**src/rtl/game_pkg.sv**
```systemverilog
`default_nettype none
// ============================================================================
// Package : game_pkg
// Shared phase encoding, display-word field layout and 7-segment glyphs.
// Rev     : 1.0
// ============================================================================
package game_pkg;

    typedef enum logic [1:0] {
        PH_IDLE      = 2'd0,
        PH_COUNTDOWN = 2'd1,
        PH_PLAY      = 2'd2,
        PH_OVER      = 2'd3
    } phase_e;

    // Display word layout: {dig, seg1, seg2, led}, one byte each
    localparam int FIELD_W  = 8;
    localparam int DIG_MSB  = 31;
    localparam int SEG1_MSB = 23;
    localparam int SEG2_MSB = 15;
    localparam int LED_MSB  = 7;

    // Active-low common-anode glyphs, bit order {dp,g,f,e,d,c,b,a}
    localparam logic [7:0] SEG_BLANK = 8'hFF;
    localparam logic [7:0] SEG_0     = 8'hC0;
    localparam logic [7:0] SEG_1     = 8'hF9;
    localparam logic [7:0] SEG_2     = 8'hA4;
    localparam logic [7:0] SEG_3     = 8'hB0;
    localparam logic [7:0] SEG_4     = 8'h99;
    localparam logic [7:0] SEG_5     = 8'h92;
    localparam logic [7:0] SEG_6     = 8'h82;
    localparam logic [7:0] SEG_7     = 8'hF8;
    localparam logic [7:0] SEG_8     = 8'h80;
    localparam logic [7:0] SEG_9     = 8'h90;

    function automatic logic [FIELD_W-1:0] disp_field(
        input logic [31:0] word,
        input int          msb
    );
        return word[msb -: FIELD_W];
    endfunction

endpackage
`default_nettype wire

```
**src/rtl/sec_tick_gen.sv**
```systemverilog
`default_nettype none
// ============================================================================
// Module : sec_tick_gen
// Free-running divider producing a one-cycle tick every TICK_DIV enabled cycles.
// Rev    : 1.0
// ============================================================================
module sec_tick_gen #(
    parameter int TICK_DIV = 100000000
) (
    input  logic clk,
    input  logic rst,
    input  logic clr,
    input  logic en,
    output logic tick
);

    localparam int             CW   = (TICK_DIV > 1) ? $clog2(TICK_DIV) : 1;
    localparam logic [CW-1:0]  LAST = CW'(TICK_DIV - 1);

    logic [CW-1:0] cnt_q;
    logic [CW-1:0] cnt_d;

    always_comb begin
        cnt_d = cnt_q;
        if (clr) begin
            cnt_d = '0;
        end else if (en) begin
            cnt_d = (cnt_q == LAST) ? '0 : cnt_q + CW'(1);
        end
    end

    always_ff @(posedge clk) begin
        if (rst) begin
            cnt_q <= '0;
        end else begin
            cnt_q <= cnt_d;
        end
    end

    assign tick = en && (cnt_q == LAST);

endmodule
`default_nettype wire

```
**src/rtl/game_flow_ctrl.sv**
```systemverilog
`default_nettype none
// ============================================================================
// Module : game_flow_ctrl
// Whack-a-mole round sequencer with phase timing and board display mux.
// Rev    : 1.0
// ============================================================================
module game_flow_ctrl
    import game_pkg::*;
#(
    parameter int TICK_DIV     = 100000000,
    parameter int PLAY_SECONDS = 30,
    parameter int OVER_SECONDS = 5
) (
    input  logic        clk,
    input  logic        rst,
    input  logic        start_btn,
    input  logic        abort_btn,
    input  logic        count_down_game,
    input  logic [31:0] disp_idle,
    input  logic [31:0] disp_cd,
    input  logic [31:0] disp_play,
    input  logic [31:0] disp_over,
    output logic        ready_game,
    output logic        play_en,
    output logic        game_over,
    output logic        round_rst,
    output logic [1:0]  phase,
    output logic [7:0]  time_left,
    output logic [7:0]  dig_display,
    output logic [7:0]  seg_code_1,
    output logic [7:0]  seg_code_2,
    output logic [7:0]  state_led_show
);

    localparam logic [7:0] PLAY_INIT = 8'(PLAY_SECONDS);
    localparam logic [7:0] OVER_LAST = 8'(OVER_SECONDS - 1);

    phase_e      phase_q;
    phase_e      phase_d;
    logic        start_q;
    logic        start_rise;
    logic        tick;
    logic        tick_clr;
    logic        tick_en;
    logic [7:0]  time_left_q;
    logic [7:0]  time_left_d;
    logic [7:0]  over_cnt_q;
    logic [7:0]  over_cnt_d;
    logic        ready_q,     ready_d;
    logic        play_en_q,   play_en_d;
    logic        game_over_q, game_over_d;
    logic        round_rst_q, round_rst_d;
    logic [31:0] sel_word;
    logic [7:0]  dig_q, seg1_q, seg2_q, led_q;

    // start_q resets high so a button held through reset is not a press
    always_ff @(posedge clk) begin
        if (rst) begin
            start_q <= 1'b1;
        end else begin
            start_q <= start_btn;
        end
    end

    assign start_rise = start_btn & ~start_q;

    assign tick_clr = (phase_d != phase_q);
    assign tick_en  = (phase_q == PH_PLAY) || (phase_q == PH_OVER);

    sec_tick_gen #(
        .TICK_DIV (TICK_DIV)
    ) u_sec_tick (
        .clk  (clk),
        .rst  (rst),
        .clr  (tick_clr),
        .en   (tick_en),
        .tick (tick)
    );

    always_ff @(posedge clk) begin
        if (rst) begin
            phase_q <= PH_IDLE;
        end else begin
            phase_q <= phase_d;
        end
    end

    always_comb begin
        phase_d = phase_q;
        case (phase_q)
            PH_IDLE: begin
                if (start_rise) begin
                    phase_d = PH_COUNTDOWN;
                end
            end
            PH_COUNTDOWN: begin
                if (abort_btn) begin
                    phase_d = PH_IDLE;
                end else if (count_down_game) begin
                    phase_d = PH_PLAY;
                end
            end
            PH_PLAY: begin
                if ((tick && time_left_q == 8'd1) || abort_btn) begin
                    phase_d = PH_OVER;
                end
            end
            PH_OVER: begin
                if (tick && over_cnt_q == OVER_LAST) begin
                    phase_d = PH_IDLE;
                end
            end
            default: phase_d = PH_IDLE;
        endcase
    end

    // Status levels follow the next phase so they switch with the phase register
    always_comb begin
        ready_d     = (phase_d == PH_COUNTDOWN);
        play_en_d   = (phase_d == PH_PLAY);
        game_over_d = (phase_d == PH_OVER);
        round_rst_d = (phase_d == PH_IDLE) &&
                      ((phase_q == PH_COUNTDOWN) || (phase_q == PH_OVER));
    end

    always_ff @(posedge clk) begin
        if (rst) begin
            ready_q     <= 1'b0;
            play_en_q   <= 1'b0;
            game_over_q <= 1'b0;
            round_rst_q <= 1'b0;
        end else begin
            ready_q     <= ready_d;
            play_en_q   <= play_en_d;
            game_over_q <= game_over_d;
            round_rst_q <= round_rst_d;
        end
    end

    // An abort freezes the count unless it coincides with the final tick
    always_comb begin
        time_left_d = time_left_q;
        if (phase_d == PH_IDLE || phase_q == PH_COUNTDOWN) begin
            time_left_d = PLAY_INIT;
        end else if (phase_q == PH_PLAY && tick &&
                     (time_left_q == 8'd1 || !abort_btn)) begin
            time_left_d = time_left_q - 8'd1;
        end
    end

    always_comb begin
        over_cnt_d = over_cnt_q;
        if (phase_q != PH_OVER || phase_d != PH_OVER) begin
            over_cnt_d = '0;
        end else if (tick) begin
            over_cnt_d = over_cnt_q + 8'd1;
        end
    end

    always_ff @(posedge clk) begin
        if (rst) begin
            time_left_q <= PLAY_INIT;
            over_cnt_q  <= '0;
        end else begin
            time_left_q <= time_left_d;
            over_cnt_q  <= over_cnt_d;
        end
    end

    always_comb begin
        sel_word = disp_idle;
        case (phase_q)
            PH_IDLE:      sel_word = disp_idle;
            PH_COUNTDOWN: sel_word = disp_cd;
            PH_PLAY:      sel_word = disp_play;
            PH_OVER:      sel_word = disp_over;
            default:      sel_word = disp_idle;
        endcase
    end

    always_ff @(posedge clk) begin
        if (rst) begin
            dig_q  <= '0;
            seg1_q <= '0;
            seg2_q <= '0;
            led_q  <= '0;
        end else begin
            dig_q  <= disp_field(sel_word, DIG_MSB);
            seg1_q <= disp_field(sel_word, SEG1_MSB);
            seg2_q <= disp_field(sel_word, SEG2_MSB);
            led_q  <= disp_field(sel_word, LED_MSB);
        end
    end

    assign phase          = phase_q;
    assign time_left      = time_left_q;
    assign ready_game     = ready_q;
    assign play_en        = play_en_q;
    assign game_over      = game_over_q;
    assign round_rst      = round_rst_q;
    assign dig_display    = dig_q;
    assign seg_code_1     = seg1_q;
    assign seg_code_2     = seg2_q;
    assign state_led_show = led_q;

endmodule
`default_nettype wire
```
**config.mk**
```make
export PLATFORM = sky130hd
export DESIGN_NAME = game_flow_ctrl
export DESIGN_NICKNAME = d
export VERILOG_FILES = /design/src/rtl/game_pkg.sv /design/src/rtl/sec_tick_gen.sv /design/src/rtl/game_flow_ctrl.sv
export SDC_FILE = /design/constraint.sdc
export NUM_CORES = 1
export LEC_CHECK = 0
export ABC_AREA = 1
export BUFFER_PORTS_ARGS = -buffer_cell sky130_fd_sc_hd__buf_2
export CAP_MARGIN = 20
export CELL_PAD_IN_SITES_DETAIL_PLACEMENT = 1
export CELL_PAD_IN_SITES_GLOBAL_PLACEMENT = 2
export CORE_MARGIN = 4
export CORE_UTILIZATION = 23
export CTS_CLUSTER_SIZE = 40
export DETAILED_ROUTE_END_ITERATION = 10
export PLACE_DENSITY = 0.81
export SYNTH_ARGS = -nofsm -noshare
export SYNTH_HDL_FRONTEND = slang
export SYNTH_SLANG_ARGS = --single-unit
```
**constraint.sdc**
```tcl
create_clock -name clk -period 1.78 [get_ports clk]
set_input_delay 0.178 -clock clk [delete_from_list [all_inputs] [get_ports clk]]
set_output_delay 0.178 -clock clk [all_outputs]
set_load 0.005 [all_outputs]
```
* Word-level counts from Yosys, hierarchy flattened
Index checks and enable logic that the tools add are counted.
** Storage, ports and cells
- Register bits after elaboration :: 82
- Bits of input ports :: 133
- Output and inout port bits :: 46
** Operators by class
- Add/subtract/negate cells :: 3
- Eq/ne operators :: 12
- Muxes and demuxes :: 8
- Bitwise logic cells :: 2
- Reductions and logical operators :: 18
** Operator list (count)
- 32-bit case mux with 4 select lines :: 1
- 27-bit by 1-bit adder with 27-bit output, second input constant :: 1
- 27-bit equality test, second input constant :: 1
- 27-bit 2-to-1 mux :: 1
- 2-bit 2-to-1 mux :: 5
- 8-bit by 1-bit adder with 8-bit output, second input constant :: 1
- 2-bit equality test, second input constant :: 4
- 8-bit by 1-bit equality test with 1-bit output, second input constant :: 1
- 8-bit by 3-bit equality test with 1-bit output, second input constant :: 1
- 2-bit case mux with 4 select lines :: 1
- 8-bit by 1-bit subtractor with 8-bit output, second input constant :: 1
- 1-bit logical AND :: 6
- 1-bit logical OR :: 6
- 2-bit OR reduction :: 3
- 2-bit by 1-bit equality test with 1-bit output, second input constant :: 2
- 2-bit logical NOT :: 2
- 2-bit != test, second input constant :: 2
- 2-bit != test :: 1
- 1-bit AND :: 1
- 1-bit logical NOT :: 1
- 1-bit NOT :: 1

* Logic depth before layout (Yosys ltp)
Gate-level depths: netlist (run 1).
- Word-level depth :: 10
- Depth in mapped cells :: 13

* Hierarchy
Synthesis (run 1) repeated with hierarchy kept, for this count alone.
** Unflattened totals
- Cell total of the unflattened synthesis :: 583
- Area, all modules :: 4174.0 um^2
** By module, submodules not included
- game_flow_ctrl :: instances 1, cells each 364, area an instance 2697.6 um^2, sequential area each 1101.1 um^2
- sec_tick_gen :: instances 1, cells each 219, area an instance 1476.4 um^2, sequential area each 540.5 um^2

* Least setup slack after synthesis (run 1)
No wires, ideal clock.
- Path kind :: register -> register
- Start point :: reg u_sec_tick.cnt_q[0]
- End point :: reg u_sec_tick.cnt_q[0]
- Library setup time :: 0.124 ns
- Arrival :: 1.654 ns
- Data required time :: 1.656 ns
- Path slack :: 0.003 ns
- Cell stages (with the launch flop) :: 14
- Buffers on the path :: 1
- Clock period less this slack :: 1.777 ns
- Path through :: dfxtp_1 ha_1 nand2_1 nor2_2 nand2_2 nor2_4 nand4_4 nand2_2 inv_2 nor3_2 nor2_1 nand2_4 buf_12 nor2_4
** On the way
- Cells in the longest elaborated chain, start to end :: 8
** RTL lines
- start, declared :: line sec_tick_gen.sv:20 : logic [CW-1:0] cnt_q;
- start signal, assigned :: line sec_tick_gen.sv:36 : cnt_q <= cnt_d;
- 27-bit equality test :: line sec_tick_gen.sv:28, sec_tick_gen.sv:40
- 1-bit logical AND :: line sec_tick_gen.sv:40 : assign tick = en && (cnt_q == LAST);
- 1-bit logical AND :: line game_flow_ctrl.sv:104 : if ((tick && time_left_q == 8'd1) || abort_btn) begin
- 1-bit logical OR :: line game_flow_ctrl.sv:104
- 2-bit 2-to-1 mux :: line game_flow_ctrl.sv:104
- 2-bit case mux with 4 select lines :: line game_flow_ctrl.sv:90 : case (phase_q)
- 2-bit != test :: line game_flow_ctrl.sv:67 : assign tick_clr = (phase_d != phase_q);
- 2-bit OR reduction (no source line)
Several ways; a longest one is shown, not always the timed one.
A chain may end at the register's enable or synchronous reset.

* Worst setup path after layout (run 1)
- Start point :: reg u_sec_tick.cnt_q[0]
- End point :: reg u_sec_tick.cnt_q[8]
Same word-level chain as after synthesis.

==> flow_summary.yaml, run 1 <==
global_routing:
  grt_start_max_net_pins: 44
  grt_usage: 0.159
  grt_pass1_wl_mm: 27.7
  grt_pass1_vias: 5340
  grt_overflow: 0
  antenna_found_initial: 0
placement:
  port_buffers: 178
  pre_cts_ws_ns: -0.169
  dp_hpwl_mm: 13.3
  routabilityCongestion: 0.842
logic_synthesis:
  netlist.top_cell.by_area: "dfxtp_1"
  synth-seq-cells: 82
  synthDistinctLibCells: 41
  ys_top_cells_by_area: "dfxtp_1, nand2_1, a221oi_1"
  netlist_instances: 592
  synth_top_cell_area_share: 0.373
  synth.most_common_cell: "nand2_1"
  yosysSeqAreaShare: 0.373
  synth_area_mm2: 0.00440
  ys_top_cells_by_count: "nand2_1, dfxtp_1, nor2_1"
  syn_area_per_cell_um2: 7.44
  syn_nets: 730
  synth-edff-count: 0
  synth_ff_type: "dfxtp_1"
  synth_warnings: 0
  async_flop_share: 0
setup_path:
  critPathKind: "flop to flop"
  crit_fanout: 7
  max_stage_delay_ns: 0.36
  r2r-end: "u_sec_tick.cnt_q[8]"
  crit_path_cell_trace: "ha_4 > nand2_4 > nor2_4 > nand2_4 > nor2_4 > nand4_4 > a21oi_2 > nand2_2 > nand3_4 > nand2_8 > clkbuf_16 > nor2_2"
  reg2reg_depth: 12
  r2r_setup_slack_ns: -0.08
  crit-reg2reg-launch: "u_sec_tick.cnt_q[0]"
  required_ns: 2.06
  critPathCaptureType: "flop"
  slowest_stage: "dfxtp_2"
  crit_arrival_ns: 2.14
  start_kind: "flop"
sta:
  drv_slew: 0
  fin_crit_ns: 1.86
  rsz0062_at_grt: "true"
  worstMarginPinSlew_ns: 0.643
  hold_slack_ns: 0.0229
  hold_viol: 0
  post-route-period-util: 1.04
  finalSetupViolCount: 37
  fin_ws_ns: -0.0798
  final.setup.tns_ns: -1.83
  final.setup_skew_ns: 0.00596
  slew_headroom: 0.567
  fmax_mhz: 538
floorplanning:
  core.rowCount: 50
  dieArea_mm2: 0.0214
  dieWidth_um: 146
  start_util: 0.235
  die_h_um: 146
  num_io_pins: 179
  coreArea_mm2: 0.0188
layout:
  final_layout_size_suffix_gt1_frac: 0.431
  syn_to_final_growth_pct: 55.9
  fillers: 2337
  nNetsFinal: 996
  diodes: 0
drt:
  vias_per_cell: 4.61
  totalWireLength_mm: 17.3
  drt-wirelength-per-cell_um: 15.8
  first_pass_iters: 4
  drc: 0
  ant_nets: 0
  vias: 5061
  drt-initial-drc-count: 165
cts:
  clock_sinks: 82
  cts_root_buffer: "clkbuf_16"
  cts.reportedPaths.clkPinSlew_ns: 0.06
  clock_latency_ns: 0.34
  cts_tree: "yes"
  clock_path_buffers: 2
  numCtsBuffers: 9
  htreeDepth: 3
min_path:
  hold_class: "primary input to flop"
  whs_path_depth: 3
  min-delay-start: "start_btn"
  min_to: "start_q"
pwr:
  peakVddDrop_mv: 0.474
  powerDensity_mw_per_mm2: 683
  power.leakage_nw: 2.93
run_status:
  violations: "negative setup slack"
  status: "finished, violations left"
flow_run:
  maxCapViolCount: 0
[metrics by stage]
stage	area, um^2	total power [W]	util	std cells
6_report	6860	0.00468	0.366	1097
5_1_grt	6860	0.00490	0.366	1097
4_1_cts	6680	0.00472	0.356	1091
3_5_place_dp	6250	0.00266	0.333	1070
3_3_place_gp	6250	0.00265	0.333	1070
2_1_floorplan	4400	0.00227	-	592
[layout make-up]
cell class                 count  area, um^2  share of cell area
clock inverter                 5        78.8              0.0115
multi-input combinational    425        2600               0.379
inverter                      61         231              0.0337
tap                          234         293              0.0427
sequential                    82        1650               0.240
timing repair buffer         279        1780               0.260
clock buffer                  11         233              0.0339
[worst max-delay path: cells and delay by family (launching register included)]
family                   cells  cell delay [ns]
flip-flops                   1             0.36
buffers and inverters        1             0.19
AO/OA/AOI/OAI                1             0.18
AND/OR/NAND/NOR              9             0.91
adder cells (fa/ha/maj)      1             0.16
[power by group]
group | internal (W) | switching [W] | total [W]
Clock | 0.00123 | 0.000771 | 0.00200
Combinational | 0.000349 | 0.000397 | 0.000746
Sequential | 0.00192 | 0.0000232 | 0.00194
[sequential cells by signal (all words and copies together) (netlist names), 2 cells and up]
| register | cells |
|---|---|
| dig_display | 8 |
| u_sec_tick.cnt_q | 27 |
| seg_code_1 | 8 |
| time_left | 8 |
| phase | 2 |
| over_cnt_q | 8 |
| state_led_show | 8 |
| seg_code_2 | 8 |
[worst max path at each step]
stage,start,end,slack (ns),cells after the start
floorplan,u_sec_tick.cnt_q[0],u_sec_tick.cnt_q[0],0.003,13
global placement,u_sec_tick.cnt_q[0],u_sec_tick.cnt_q[9],-0.04,13
detailed placement,u_sec_tick.cnt_q[0],u_sec_tick.cnt_q[9],-0.17,13
CTS,u_sec_tick.cnt_q[0],u_sec_tick.cnt_q[3],-0.12,13
global route,u_sec_tick.cnt_q[0],u_sec_tick.cnt_q[8],-0.19,12
finish,u_sec_tick.cnt_q[0],u_sec_tick.cnt_q[8],-0.08,12
[cells by family after synthesis]
family / synth area share
adders and majority gates: 0.0142
AOI/OAI and AO/OA: 0.169
and+or+nand+nor: 0.320
DFF: 0.373
xor gates and xnor gates: 0.0418
buffers and inverters: 0.0822
[routing by layer]
| metal | track usage | wire (um) |
|---|---|---|
| met1 | 0.202 | 7720 |
| met2 | 0.276 | 8760 |
| met3 | 0.0329 | 545 |
| met4 | 0.0386 | 295 |
| met5 | 0 | 0 |
[repair_timing]
action / in CTS / in global routing
pin swaps: 4 / 11
hold buffers: 0 / 0
setup buffers: 6 / 6
gates resized for setup: 26 / 29
gates cloned: 0 / 1
setup endpoints to repair: 49 / 49
[placed cells by master (no fill, tap or decap), drive strengths merged]
cell type and n:
dfxtp 82, a31o 2, o31ai 2, nand3b 3, buf 278, a31oi 4, a221oi 28, inv 59
o21ai 37, xnor2 4, o211ai 1, a22o 4, clkinv 5, or2 3, nor2 87, nand2b 1
clkbuf 12, a21oi 36, nand2 114, o22ai 2, nand3 29, nor4 2, nor3 20, nand4 21
ha 5, bufinv 2, xor2 17, a22oi 1, nor3b 1, o41ai 1
(Power assumes the default switching activity.)
==> run 2: changes to the inputs <==
--- a/config.mk
+++ b/config.mk
@@ -18,3 +18,4 @@
 export SYNTH_ARGS = -nofsm -noshare
 export SYNTH_HDL_FRONTEND = slang
 export SYNTH_SLANG_ARGS = --single-unit
+export TNS_END_PERCENT = 50
==> run 2 against run 1 <==
Against the previous run:
- combinational power decreased by 2%
- via count rose by 0.12%
- utilization is 0.093 points lower
- critical path depth up 1
- largest cell class unchanged
- design area is 0.26% lower
- sequential power hardly changed
- die area did not move
- clock power barely moved
- register-to-register slack about the same
- the run still ends with negative setup slack left
==> flow_summary.yaml, run 2 (synthesized netlist as in run 1, its figures left out) <==
setup_path:
  start_kind: "flop"
  critPathCaptureType: "flop"
  crit_fanout: 7
  required_ns: 2.01
  crit_arrival_ns: 2.08
  critPathKind: "flop to flop"
layout:
  final_layout_size_suffix_gt1_frac: 0.431
  mostFrequentLayoutCells: "buf_2, nand2_1, buf_4"
  top_register: "u_sec_tick.cnt_q"
  largest_reg_flops: 27
  diodes: 0
  fillers: 2334
  final_core_util: 0.365
  multi_input_area_mm2: 0.00257
  layout.cells.most_common: "buf_2"
  seqCellArea_mm2: 0.00164
  nNetsFinal: 996
  syn_to_final_growth_pct: 55.5
sta:
  finalSetupViolCount: 31
  fmax_mhz: 540
  hold_slack_ns: 0.0226
  fin_ws_ns: -0.0705
  slew_headroom: 0.566
  post-route-period-util: 1.04
  worstMarginPinSlew_ns: 0.644
  drv_slew: 0
  hold_viol: 0
  final.setup_skew_ns: 0.00687
  rsz0062_at_grt: "true"
  fin_crit_ns: 1.85
floorplanning:
  dieWidth_um: 146
  start_util: 0.235
  coreArea_mm2: 0.0188
  die_h_um: 146
  dieArea_mm2: 0.0214
  core.rowCount: 50
  num_io_pins: 179
pwr:
  power.leakage_nw: 2.93
  peakVddDrop_mv: 0.475
  switching_power_w: 0.00118
  p_clk_frac: 0.428
  p_seq_frac: 0.415
  swShare: 0.253
  p_int_w: 0.00349
  power_frac_comb: 0.157
  powerDensity_mw_per_mm2: 683
drt:
  vias_per_cell: 4.62
  drc: 0
  drt-wirelength-per-cell_um: 15.7
  drt-initial-drc-count: 144
  totalWireLength_mm: 17.2
  ant_nets: 0
  first_pass_iters: 5
  vias: 5067
cts:
  cts_root_buffer: "clkbuf_16"
  cts.reportedPaths.clkPinSlew_ns: 0.06
  clock_latency_ns: 0.34
  cts_tree: "yes"
  clock_path_buffers: 2
  htreeDepth: 3
  clock_sinks: 82
  numCtsBuffers: 9
placement:
  port_buffers: 178
  pre_cts_ws_ns: -0.169
  routabilityCongestion: 0.842
  dp_hpwl_mm: 13.3
flow_run:
  maxCapViolCount: 0
global_routing:
  grt_overflow: 0
  grt_start_max_net_pins: 44
  grt_pass1_wl_mm: 27.6
  grt_pass1_vias: 5347
  antenna_found_initial: 0
  grt_usage: 0.158
min_path:
  hold_class: "primary input to flop"
run_status:
  status: "finished, violations left"
  violations: "negative setup slack"
==> run 2: through the flow <==
step,std cells,area (um^2),setup TNS [ns],total power (W)
3_5_place_dp,1070,6250,-5.48,0.00266
5_1_grt,1097,6840,-6.74,0.00489
6_report,1097,6840,-1.41,0.00467
2_1_floorplan,592,4400,0,0.00227
3_3_place_gp,1070,6250,-0.634,0.00265
4_1_cts,1090,6670,-3.26,0.00471
==> run 2: routing by layer <==
metal / global-route usage / up-vias / routed length, um
li1: - / 2534 / -
met1: 0.201 / 2418 / 7690
met2: 0.274 / 95 / 8690
met3: 0.0326 / 20 / 531
met4: 0.0390 / 0 / 286
met5: 0 / - / 0
==> run 2: timing repair <==
item,CTS,global route
cloned,0,1
pin swaps,2,10
setup endpoints to repair,49,49
resized for setup,24,24
setup buffers,4,6
hold buffers,0,0
==> run 2: path summary, 6_finish.rpt <==
path | end | start | cells past startpoint | slack (ns)
setup / recovery | u_sec_tick.cnt_q[16] | u_sec_tick.cnt_q[0] | 13 | -0.07
hold / removal | start_q | start_btn | 3 | 0.02
setup reg to reg | u_sec_tick.cnt_q[16] | u_sec_tick.cnt_q[0] | 13 | -0.07
hold reg to reg | over_cnt_q[7] | over_cnt_q[7] | 2 | 0.50
==> run 2: final cells by class <==
type / instances / area share
Multi-Input combinational cell: 425 / 0.376
Inverter: 61 / 0.0335
Tap cell: 234 / 0.0428
Clock buffer: 11 / 0.0340
Clock inverter: 5 / 0.0115
Sequential cell: 82 / 0.240
Timing Repair Buffer: 279 / 0.262
==> run 2: power groups by stage <==
stage / registers (W) / logic, W / clock network, W
after floorplan: 0.00199 / 0.000277 / 0
after global placement: 0.00198 / 0.000669 / 0
after detailed placement: 0.00198 / 0.000679 / 0
after CTS: 0.00194 / 0.000703 / 0.00207
after global routing: 0.00195 / 0.000802 / 0.00214
final: 0.00194 / 0.000734 / 0.00200
==> run 2: critical path, cell delays in order, from the launching register on <==
cell and delay [ns]:
dfxtp_2 0.36, ha_4 0.16, nand2_4 0.06, nor2_4 0.13
nand2_4 0.08, nor2_4 0.15, nand4_1 0.11, nand2_1 0.07
nand2_1 0.06, nand2_2 0.10, nand3_4 0.10, nand2_8 0.16
clkbuf_16 0.17, nor2_2 0.03
==> run 3: changes to the inputs <==
--- a/config.mk
+++ b/config.mk
@@ -12,9 +12,9 @@
 export CELL_PAD_IN_SITES_GLOBAL_PLACEMENT = 2
 export CORE_MARGIN = 4
 export CORE_UTILIZATION = 23
-export CTS_CLUSTER_SIZE = 40
+export CTS_CLUSTER_SIZE = 16
 export DETAILED_ROUTE_END_ITERATION = 10
-export PLACE_DENSITY = 0.81
+export PLACE_DENSITY_LB_ADDON = 0.1
 export SYNTH_ARGS = -nofsm -noshare
 export SYNTH_HDL_FRONTEND = slang
 export SYNTH_SLANG_ARGS = --single-unit
==> run 3 against run 2 <==
Against the previous run:
- the run still ends with negative setup slack left
- via count up 0.61%
- wire length up 2.6%
- largest power group is now sequential cells
- register-to-register slack about the same
==> flow_summary.yaml, run 3 (synthesized netlist as in run 1, its figures left out) <==
run_status:
  status: "finished, violations left"
  violations: "negative setup slack"
floorplanning:
  start_util: 0.235
  dieWidth_um: 146
  coreArea_mm2: 0.0188
  num_io_pins: 179
  dieArea_mm2: 0.0214
  core.rowCount: 50
  die_h_um: 146
global_routing:
  grt_start_max_net_pins: 44
  grt_usage: 0.164
  grt_pass1_vias: 5436
  grt_pass1_wl_mm: 28.1
  antenna_found_initial: 2
  grt_overflow: 0
pwr:
  powerDensity_mw_per_mm2: 674
  power.leakage_nw: 2.88
  peakVddDrop_mv: 0.450
  power_w: 0.00454
sta:
  drv_slew: 0
  fin_crit_ns: 1.84
  final.setup_skew_ns: 0.00805
  fin_ws_ns: -0.0564
  final.setup.tns_ns: -0.909
  hold_viol: 0
  hold_slack_ns: 0.0771
  finalSetupViolCount: 30
  post-route-period-util: 1.03
  fmax_mhz: 545
  rsz0062_at_grt: "true"
  slew_headroom: 0.589
  worstMarginPinSlew_ns: 0.610
setup_path:
  r2r_setup_slack_ns: -0.06
  max_stage_delay_ns: 0.35
  crit_family: "simple AND/OR/NAND/NOR gates"
  start_kind: "flop"
  endpoint: "time_left[5]"
  critPathKind: "flop to flop"
  cp_num_cells: 13
  crit-reg2reg-launch: "u_sec_tick.cnt_q[0]"
  crit_fanout: 6
  slowest_stage: "dfxtp_2"
  crit_arrival_ns: 2.08
  crit_start: "u_sec_tick.cnt_q[0]"
  crit_path_cell_trace: "ha_4 > nand2_2 > nor2_2 > nand2_2 > nor2_4 > nand4_4 > a21oi_2 > nand2_2 > buf_4 > nand2_4 > nand2_4 > nand2_4 > nor2_1"
  critPathCaptureType: "flop"
  r2r-end: "time_left[5]"
  required_ns: 2.02
  path_buf_inv: 1
  reg2reg_depth: 13
layout:
  syn_to_final_growth_pct: 52.9
  mostFrequentLayoutCells: "buf_2, nand2_1, buf_4"
  layout.cells.most_common: "buf_2"
  top_register: "u_sec_tick.cnt_q"
  nNetsFinal: 994
  largest_reg_flops: 27
  final_layout_size_suffix_gt1_frac: 0.427
drt:
  drt-wirelength-per-cell_um: 16.1
  first_pass_iters: 4
  drt-initial-drc-count: 164
  drc: 0
  totalWireLength_mm: 17.6
  vias_per_cell: 4.65
  vias: 5098
  ant_nets: 0
cts:
  cts_root_buffer: "clkbuf_16"
  clock_latency_ns: 0.34
  numCtsBuffers: 9
  cts.reportedPaths.clkPinSlew_ns: 0.07
  clock_sinks: 82
  cts_tree: "yes"
  htreeDepth: 3
  clock_path_buffers: 2
placement:
  dp_hpwl_mm: 13.9
  routabilityCongestion: 0.836
  port_buffers: 178
flow_run:
  maxCapViolCount: 0
min_path:
  hold_class: "primary input to flop"
run 3: final cells by class:
class / count / area, um^2
Fill cell: 2338 / 12000
Multi-Input combinational cell: 425 / 2510
Timing Repair Buffer: 277 / 1750
Sequential cell: 82 / 1650
Tap cell: 234 / 293
Clock buffer: 10 / 239
Inverter: 61 / 231
Clock inverter: 5 / 55.1
Antenna cell: 3 / 7.51
run 3: worst reg2reg max path, stage by stage, from the launching register on:
cell     delay (ns)
dfxtp_2        0.35
ha_4           0.14
nand2_2        0.06
nor2_2         0.09
nand2_2        0.09
nor2_4         0.19
nand4_4        0.12
a21oi_2        0.17
nand2_2        0.09
buf_4          0.15
nand2_4        0.06
nand2_4        0.09
nand2_4        0.10
nor2_1         0.05
run 3: where the power goes:
| part | switching, W | leakage [nW] | internal [W] |
|---|---|---|---|
| clock network | 0.000805 | 0.140 | 0.00111 |
| registers | 0.0000245 | 0.672 | 0.00192 |
| logic | 0.000366 | 2.07 | 0.000314 |
run 3: worst min-delay path by stage:
stage | from | endpoint | slack (ns) | cells past startpoint
after floorplan | start_btn | start_q | 0.27 | 2
after global placement | start_btn | start_q | 0.36 | 3
after detailed placement | start_btn | start_q | 0.37 | 3
after CTS | disp_over[11] | seg_code_2[3] | 0.06 | 3
after global routing | disp_over[6] | state_led_show[6] | 0.06 | 3
final | disp_over[14] | seg_code_2[6] | 0.08 | 3
run 3: per-layer routing:
metal	GRT usage	up-vias	routed length (um)
li1	-	2540	-
met1	0.200	2424	7620
met2	0.280	114	8810
met3	0.0388	20	914
met4	0.0607	0	293
met5	0	-	0
run 3: through the flow:
step / cell area (um^2) / cells / worst slack, ns / utilization
floorplan: 4400 / 592 / 0.00265 / -
global placement: 6240 / 1071 / -0.123 / 0.333
detailed placement: 6240 / 1071 / -0.146 / 0.333
CTS: 6630 / 1091 / -0.0891 / 0.353
global route: 6730 / 1096 / -0.181 / 0.359
finish: 6730 / 1097 / -0.0564 / 0.359
run 3: repair_timing:
| item | CTS | global route |
|---|---|---|
| hold endpoints to repair | 1 | 0 |
| setup buffers | 4 | 3 |
| hold buffers | 1 | 0 |
| endpoints found under the setup margin | 42 | 49 |
| pin swaps | 2 | 14 |
| resized for setup | 16 | 23 |
| cloned | 0 | 0 |
